File: src/rtl/rc_unit.sv
// rc_unit: shared XY route computation for one router input port.
// Serves one granted VC at a time: capture in IDLE, compute/write in CALC.
// Ports:
//   clk_i            clock, rising edge
//   rs_i             synchronous active-high reset
//   rc_ens_i         per-VC RC grant (one-hot or zero in normal use)
//   head_dsts_i      per-VC head destination {dst_y, dst_x}
//   cur_x_i/cur_y_i  this router's coordinates
//   route_clears_i   per-VC clear of the stored route valid bit
//   rc_dones_o       one-cycle pulse when a VC's route is written
//   out_ports_o      per-VC stored port (0 L, 1 N, 2 E, 3 S, 4 W)
//   route_valids_o   per-VC stored route valid
module rc_unit #(
  parameter int no_vc  = 12,
  parameter int addr_w = 4
) (
  input  logic                      clk_i,
  input  logic                      rs_i,
  input  logic [no_vc-1:0]          rc_ens_i,
  input  logic [no_vc*2*addr_w-1:0] head_dsts_i,
  input  logic [addr_w-1:0]         cur_x_i,
  input  logic [addr_w-1:0]         cur_y_i,
  input  logic [no_vc-1:0]          route_clears_i,
  output logic [no_vc-1:0]          rc_dones_o,
  output logic [no_vc*3-1:0]        out_ports_o,
  output logic [no_vc-1:0]          route_valids_o
);

  localparam int IdxW = (no_vc > 1) ? $clog2(no_vc) : 1;

  localparam logic [2:0] PORT_L = 3'd0;
  localparam logic [2:0] PORT_N = 3'd1;
  localparam logic [2:0] PORT_E = 3'd2;
  localparam logic [2:0] PORT_S = 3'd3;
  localparam logic [2:0] PORT_W = 3'd4;

  typedef enum logic {IDLE, CALC} state_e;

  state_e                 state_q, state_d;
  logic [IdxW-1:0]        idx_q, idx_d;
  logic [2*addr_w-1:0]    dst_q, dst_d;
  logic [addr_w-1:0]      cx_q, cx_d;
  logic [addr_w-1:0]      cy_q, cy_d;
  logic [no_vc-1:0]       rc_dones_q, rc_dones_d;
  logic [no_vc*3-1:0]     out_ports_q, out_ports_d;
  logic [no_vc-1:0]       route_valids_q, route_valids_d;

  logic [no_vc-1:0]       eligible;
  logic [IdxW-1:0]        sel;
  logic [addr_w-1:0]      dx, dy;
  logic [2:0]             port;

  assign eligible = rc_ens_i & ~route_valids_q;
  assign dx       = dst_q[addr_w-1:0];
  assign dy       = dst_q[2*addr_w-1:addr_w];

  // Lowest eligible index wins; scanning downward leaves the lowest last.
  always_comb begin
    sel = '0;
    for (int i = no_vc - 1; i >= 0; i--) begin
      if (eligible[i]) sel = IdxW'(i);
    end
  end

  always_comb begin
    port = PORT_L;
    if (dx > cx_q)      port = PORT_E;
    else if (dx < cx_q) port = PORT_W;
    else if (dy > cy_q) port = PORT_N;
    else if (dy < cy_q) port = PORT_S;
  end

  always_comb begin
    state_d        = state_q;
    idx_d          = idx_q;
    dst_d          = dst_q;
    cx_d           = cx_q;
    cy_d           = cy_q;
    rc_dones_d     = '0;
    out_ports_d    = out_ports_q;
    // Clears apply first so a same-edge write to that VC overrides them.
    route_valids_d = route_valids_q & ~route_clears_i;
    unique case (state_q)
      IDLE: begin
        if (|eligible) begin
          idx_d   = sel;
          dst_d   = head_dsts_i[int'(sel)*2*addr_w +: 2*addr_w];
          cx_d    = cur_x_i;
          cy_d    = cur_y_i;
          state_d = CALC;
        end
      end
      CALC: begin
        out_ports_d[int'(idx_q)*3 +: 3] = port;
        route_valids_d[idx_q]           = 1'b1;
        rc_dones_d[idx_q]               = 1'b1;
        state_d                         = IDLE;
      end
      default: state_d = IDLE;
    endcase
  end

  always_ff @(posedge clk_i) begin
    if (rs_i) begin
      state_q        <= IDLE;
      idx_q          <= '0;
      dst_q          <= '0;
      cx_q           <= '0;
      cy_q           <= '0;
      rc_dones_q     <= '0;
      out_ports_q    <= '0;
      route_valids_q <= '0;
    end else begin
      state_q        <= state_d;
      idx_q          <= idx_d;
      dst_q          <= dst_d;
      cx_q           <= cx_d;
      cy_q           <= cy_d;
      rc_dones_q     <= rc_dones_d;
      out_ports_q    <= out_ports_d;
      route_valids_q <= route_valids_d;
    end
  end

  assign rc_dones_o     = rc_dones_q;
  assign out_ports_o    = out_ports_q;
  assign route_valids_o = route_valids_q;

endmodule

File: config.mk
export PLATFORM = sky130hd
export DESIGN_NAME = rc_unit
export DESIGN_NICKNAME = d
export VERILOG_FILES = /design/src/rtl/rc_unit.sv
export SDC_FILE = /design/constraint.sdc
export NUM_CORES = 1
export LEC_CHECK = 0
export ABC_AREA = 1
export CAP_MARGIN = 40
export CORE_MARGIN = 5
export CORE_UTILIZATION = 40
export DETAILED_ROUTE_END_ITERATION = 7
export DONT_BUFFER_PORTS = 1
export GPL_ROUTABILITY_DRIVEN = 0
export GPL_TIMING_DRIVEN = 0
export SYNTH_ARGS = -nofsm -noshare
export SYNTH_HDL_FRONTEND = slang
export SYNTH_SLANG_ARGS = --single-unit
File: constraint.sdc
create_clock -name clk_i -period 3.3 [get_ports clk_i]
set_input_delay 0.33 -clock clk_i [delete_from_list [all_inputs] [get_ports clk_i]]
set_output_delay 0.33 -clock clk_i [all_outputs]
set_load 0.1 [all_outputs]
==> Yosys cells after proc, flatten, opt, wreduce, memory -nomap -nowiden <==
Index checks and enable logic that the tools add are counted.
{ "word_totals": {"output_inout_bits": 60, "elab_cells": 51, "register_bits": 81, "inputBits": 130} }
{ "classes": {"n_addsub": 1, "n_lt_le_gt_ge": 6, "n_mul": 1, "mux": 22, "n_shift": 3, "n_reduce_logical": 4, "bitwise": 6} }
{ "op_table": {"columns": ["op", "n"], "rows": [
  ["96-bit by 8-bit indexed part select with 8-bit output", 1],
  ["4-bit two-way mux", 12],
  ["36-bit bitwise mux", 1],
  ["3-bit by 33-bit variable shift with 36-bit output (first input constant)", 1],
  ["3-bit by 33-bit indexed part select with 36-bit output", 1],
  ["6-bit negation with 33-bit output", 1],
  ["12-bit AND", 2],
  ["12-bit inverter", 2],
  ["12-bit two-way mux", 1],
  ["12-bit bitwise OR", 1],
  ["12-bit OR reduction", 1],
  ["4-bit greater-than comparator", 2],
  ["4-bit < comparator", 2],
  ["4-bit by 2-bit multiplier with 6-bit output (second input constant)", 1],
  ["3-bit two-way mux", 2],
  ["4-bit by 5-bit < comparator with 1-bit output (second input constant)", 1],
  ["1-bit demux with 4-bit select", 1],
  ["4-bit by 1-bit greater-or-equal comparator with 1-bit output (second input constant)", 1],
  ["2-bit two-way mux", 2],
  ["1-bit two-way mux", 2],
  ["1-bit case mux with 2 select lines", 1],
  ["2-bit AND reduction", 1],
  ["2-bit OR reduction", 1],
  ["1-bit logical AND", 1],
  ["1-bit inverter", 1]
]} }

==> Logic depth before layout (Yosys ltp) <==
{ "depth": {"word_depth": 15, "depth_mapped": 21, "ltp_nobuf": 21} }

==> Least setup slack after synthesis <==
No wires, ideal clock.
{ "synth_timing": {"path_type": "register -> register", "start": "reg route_valids_q[10] (netlist: route_valids_o[10])", "end": "reg dst_q[5]", "t_required_ns": 3.188, "setup_slack_ns": 0.859, "path_stages_with_launch": 19, "synth_period_minus_slack_ns": 2.441, "path_buffers": 1, "arrival_ns": 2.328, "setup_time_ns": 0.112, "path_cell_list": "dfxtp_1 > inv_1 > nand2_1 > nand2_1 > nand2_1 > nand2_1 > nand2_1 > nand2_1 > nand2_1 > nand2_1 > nand2_1 > nand2_2 > nand2_4 > nand2_4 > clkbuf_2 > o21ai_0 > o211ai_1 > nand3_1 > nand2_1"} }
{ "synth_between": {"elab_chain_cells": 14, "elab_cells_between_ends": 16, "cone_classes": "1 x shift; 11 x mux; 2 x bitwise; 2 x reduce/logical"} }
{ "synth_rtl": {"columns": ["item", "line", "rtl"], "rows": [
  ["start, declared", "46", "logic [no_vc-1:0] route_valids_q, route_valids_d;"],
  ["start signal, assigned", "121", "route_valids_q <= route_valids_d;"],
  ["12-bit inverter (*)", "53", "assign eligible = rc_ens_i & ~route_valids_q;"],
  ["12-bit AND (*)", "53", null],
  ["4-bit two-way mux (11 in a row)", "61", "if (eligible[i]) sel = IdxW'(i);"],
  ["96-bit by 8-bit indexed part select with 8-bit output", "87", "dst_d = head_dsts_i[int'(sel)*2*addr_w +: 2*addr_w];"],
  ["end signal, assigned", "116", "dst_q <= dst_d;"],
  ["end, declared", "41", "logic [2*addr_w-1:0] dst_q, dst_d;"]
]} }
Mark *: on every way between the ends. The rest lies on a longest branch, timed or not.
A chain may end at the register's enable or synchronous reset.

==> Final worst setup path <==
{ "layout_timing": {"start": "reg idx_q[0]", "end": "reg out_ports_q[35] (netlist: out_ports_o[35])"} }
{ "layout_between": {"elab_chain_cells": 4, "elab_cells_between_ends": 5, "cone_classes": "1 x add/sub; 1 x mul; 2 x shift; 1 x mux"} }
{ "layout_rtl": {"columns": ["item", "line", "rtl"], "rows": [
  ["start, declared", "40", "logic [IdxW-1:0] idx_q, idx_d;"],
  ["start signal, assigned", "115", "idx_q <= idx_d;"],
  ["4-bit by 2-bit multiplier with 6-bit output (*)", "94", "out_ports_d[int'(idx_q)*3 +: 3] = port;"],
  ["6-bit negation with 33-bit output (*)", "94", null],
  ["3-bit by 33-bit indexed part select with 36-bit output / 3-bit by 33-bit variable shift with 36-bit output (equally long branches)", "94", null],
  ["36-bit bitwise mux (*)", "94", null],
  ["end signal, assigned", "120", "out_ports_q <= out_ports_d;"],
  ["end, declared", "45", "logic [no_vc*3-1:0] out_ports_q, out_ports_d;"]
]} }
Marked as above.

==> impl_metrics.tcl <==
set metrics [dict create \
    grt_max_degree 15 \
    nFillCells 937 \
    p_sw_share_pct 31.2 \
    ys_seq_area_share_pct 38.2 \
    path_class "reg2reg" \
    grt_overflow 0 \
    p_switching_mw 0.769 \
    placed_cell_area_um2 5430 \
    tightest_slew_ns 0.692 \
    start_util_pct 41.2 \
    cap_violations 0 \
    mappedNetlistNets 751 \
    htree_num_levels 3 \
    fin_setup_tns_ns 0 \
    wl_per_cell_um 17.1 \
    first_iter_violations 223 \
    maxSlewHeadroom_pct 53.5 \
    port_buffers 0 \
    min_period_ns 2.63 \
    synth_cell_type_count 32 \
    path_max_fanout 10 \
    p_comb_share_pct 22.3 \
    drv_slew 0 \
    crit_top_cell "inv_1" \
    multi_input_area_um2 2180 \
    total_power_mw 2.47 \
    finalHoldViolations 0 \
    die_w_um 113 \
    p_int_mw 1.70 \
    detail-route-antenna-nets 0 \
    cts_tree "built" \
    cts_resized 0 \
    crit_slowest_cell "nor3_1" \
    clockRootBuffer "clkbuf_8" \
    setup_viol 0 \
    peakVddDrop_mv 0.235 \
    layout_common_cells "nand2_1, a21oi_1, dfxtp_1" \
    cts.sinks 81 \
    vias 4447 \
    ys.flop_type "dfxtp_1" \
    path_clk_slew_ns 0.09 \
    post-route-period-util_pct 79.8 \
    wirelength_um 13900 \
    drc 0 \
    path_cells "clkbuf_1, inv_1, ha_1, xnor2_1, inv_1, nor3_1, o21ai_0, a21oi_1" \
    rows 37 \
    seqCellArea_um2 1620 \
    clock_skew_ns 0.0136 \
    critPathArrivalTime_ns 2.91 \
    stdcell_count 817 \
    ys_ff_latch 81 \
    rsz0062_at_grt "no" \
    yosysWarnings 0 \
    fp.dieH_um 113 \
    synth.avg_cell_area_um2 7.01 \
    fp.dieArea_um2 12800 \
    clock_latency_ns 0.37 \
    dp.cells 802 \
    antenna_found_initial 0 \
    worstPathRequired_ns 3.58 \
    cts.path.max_buffers 2 \
    worst_setup_path_start_kind "register" \
    coreArea_um2 10300 \
    final_common_cell "nand2_1" \
    async_flop_share_pct 0 \
    cts_made_buffers 9 \
    seq_power_share_pct 42.2 \
    critPathCaptureType "register" \
    synth_cells 606 \
    hold_class "in2reg" \
    clkPwrFrac_pct 35.5 \
    fmax_mhz 380 \
    grt_pass1_vias 4503 \
    grt_pass1_wl_um 21800 \
    cts_hold_buf 0 \
    outcome "finished clean" \
    synth_edf_count 0 \
    antenna_cells 0 \
    hpwl_um 11200 \
    first_pass_iters 4 \
    nets 822 \
    area_delta_synth_final_pct 33.5 \
    fin_area_um2 5670 \
    num_io_pins 190 \
    viasPerCell 5.44 \
    power_density_nw_per_um2 435 \
    critPathMaxStageDelay_ns 0.59 \
    cts_setup_buffers 0 \
    drive_above_1_share_pct 15.3 \
    synthesis.area_um2 4250 \
    grt_use_total_pct 21.1 \
    p_leak_nw 2.45 \
]
==> synth_stat cells (2+ instances only) <==
| master | instances | area (um^2) |
|---|---|---|
| nand2_1 | 95 | 357 |
| a21oi_1 | 89 | 445 |
| dfxtp_1 | 81 | 1620 |
| inv_1 | 77 | 289 |
| o21ai_0 | 70 | 350 |
| nor2_1 | 44 | 165 |
| nand3_1 | 29 | 145 |
| o21ai_1 | 23 | 115 |
| ha_1 | 15 | 188 |
| o211ai_1 | 14 | 105 |
| clkbuf_1 | 11 | 41.3 |
| o32ai_1 | 11 | 96.3 |
| buf_2 | 9 | 45.0 |
| nor3_1 | 9 | 45.0 |
| buf_6 | 4 | 45.0 |
| nand2_2 | 3 | 18.8 |
| o21ai_2 | 3 | 26.3 |
| buf_4 | 2 | 15.0 |
| nand2_4 | 2 | 22.5 |
| nand3b_1 | 2 | 15.0 |
| xnor2_1 | 2 | 17.5 |
==> per-stage QoR <==
stage,util [%],worst slack (ns),hold slack (ns)
detailed placement,52.6,0.800,0.452
finish,55.0,0.667,0.0790
global placement,42.8,0.380,0.447
CTS,55.0,0.683,0.0716
floorplan,-,0.859,0.433
global route,55.0,0.437,0.0747
==> state kept, by name, summed over array words and instances, names as in the netlist <==
| signal | cells |
|---|---|
| cx_q | 4 |
| out_ports_o | 36 |
| state_q | 1 |
| rc_dones_o | 12 |
| dst_q | 8 |
| route_valids_o | 12 |
| cy_q | 4 |
| idx_q | 4 |
==> logic make-up after synthesis <==
group | share of synthesized area (%)
and+or+nand+nor | 19.0
DFF | 38.2
adders and majority gates | 4.42
buffers and inverters | 10.5
AOI/OAI and AO/OA | 27.5
xor gates and xnor gates | 0.412
==> power groups by stage <==
stage | Sequential [mW] | Combinational (mW) | Clock, mW
after floorplan | 1.14 | 0.319 | 0
after global placement | 1.15 | 0.399 | 0
after detailed placement | 1.06 | 0.547 | 0
after CTS | 1.04 | 0.550 | 0.885
after global routing | 1.04 | 0.605 | 0.916
final | 1.04 | 0.550 | 0.876
==> worst max-delay path, delay by kind of cell, from the launching register on <==
| family | cells | cell delay (ns) |
|---|---|---|
| compound gates | 2 | 0.41 |
| flops | 1 | 0.45 |
| fa+ha+maj | 1 | 0.26 |
| simple gates | 1 | 0.59 |
| xor+xnor | 1 | 0.20 |
| buf+inv | 3 | 0.63 |
==> area by class of cell <==
type | count | area share [%]
flip-flops and latches | 81 | 28.6
inverters | 78 | 5.16
well taps | 136 | 3.00
clock buffers | 9 | 2.18
repair buffers | 60 | 17.9
plain buffers | 28 | 2.73
clock inverters | 6 | 2.03
multi-input cells | 419 | 38.4
==> per-layer routing <==
metal / share of wire [%] / GRT usage, % / wire, um
met2: 50 / 37.8 / 6990
met5: 0 / 0 / 0
met4: 2.4 / 7.29 / 332
met1: 41 / 23.8 / 5680
met3: 6.7 / 6.10 / 938
==> path summary, 6_finish.rpt <==
check | from | endpoint | slack [ns] | cells after the start
setup / recovery | idx_q[0]$_SDFFE_PP0P_ | out_ports_o[35]$_SDFFE_PP0P_ | 0.67 | 8
hold / removal | route_clears_i[1] | route_valids_o[1]$_SDFF_PP0_ | 0.08 | 1
setup reg to reg | idx_q[0]$_SDFFE_PP0P_ | out_ports_o[35]$_SDFFE_PP0P_ | 0.67 | 8
hold reg to reg | cy_q[3]$_SDFFE_PP0P_ | cy_q[3]$_SDFFE_PP0P_ | 0.47 | 2
Power figures use the tool's default switching activity.
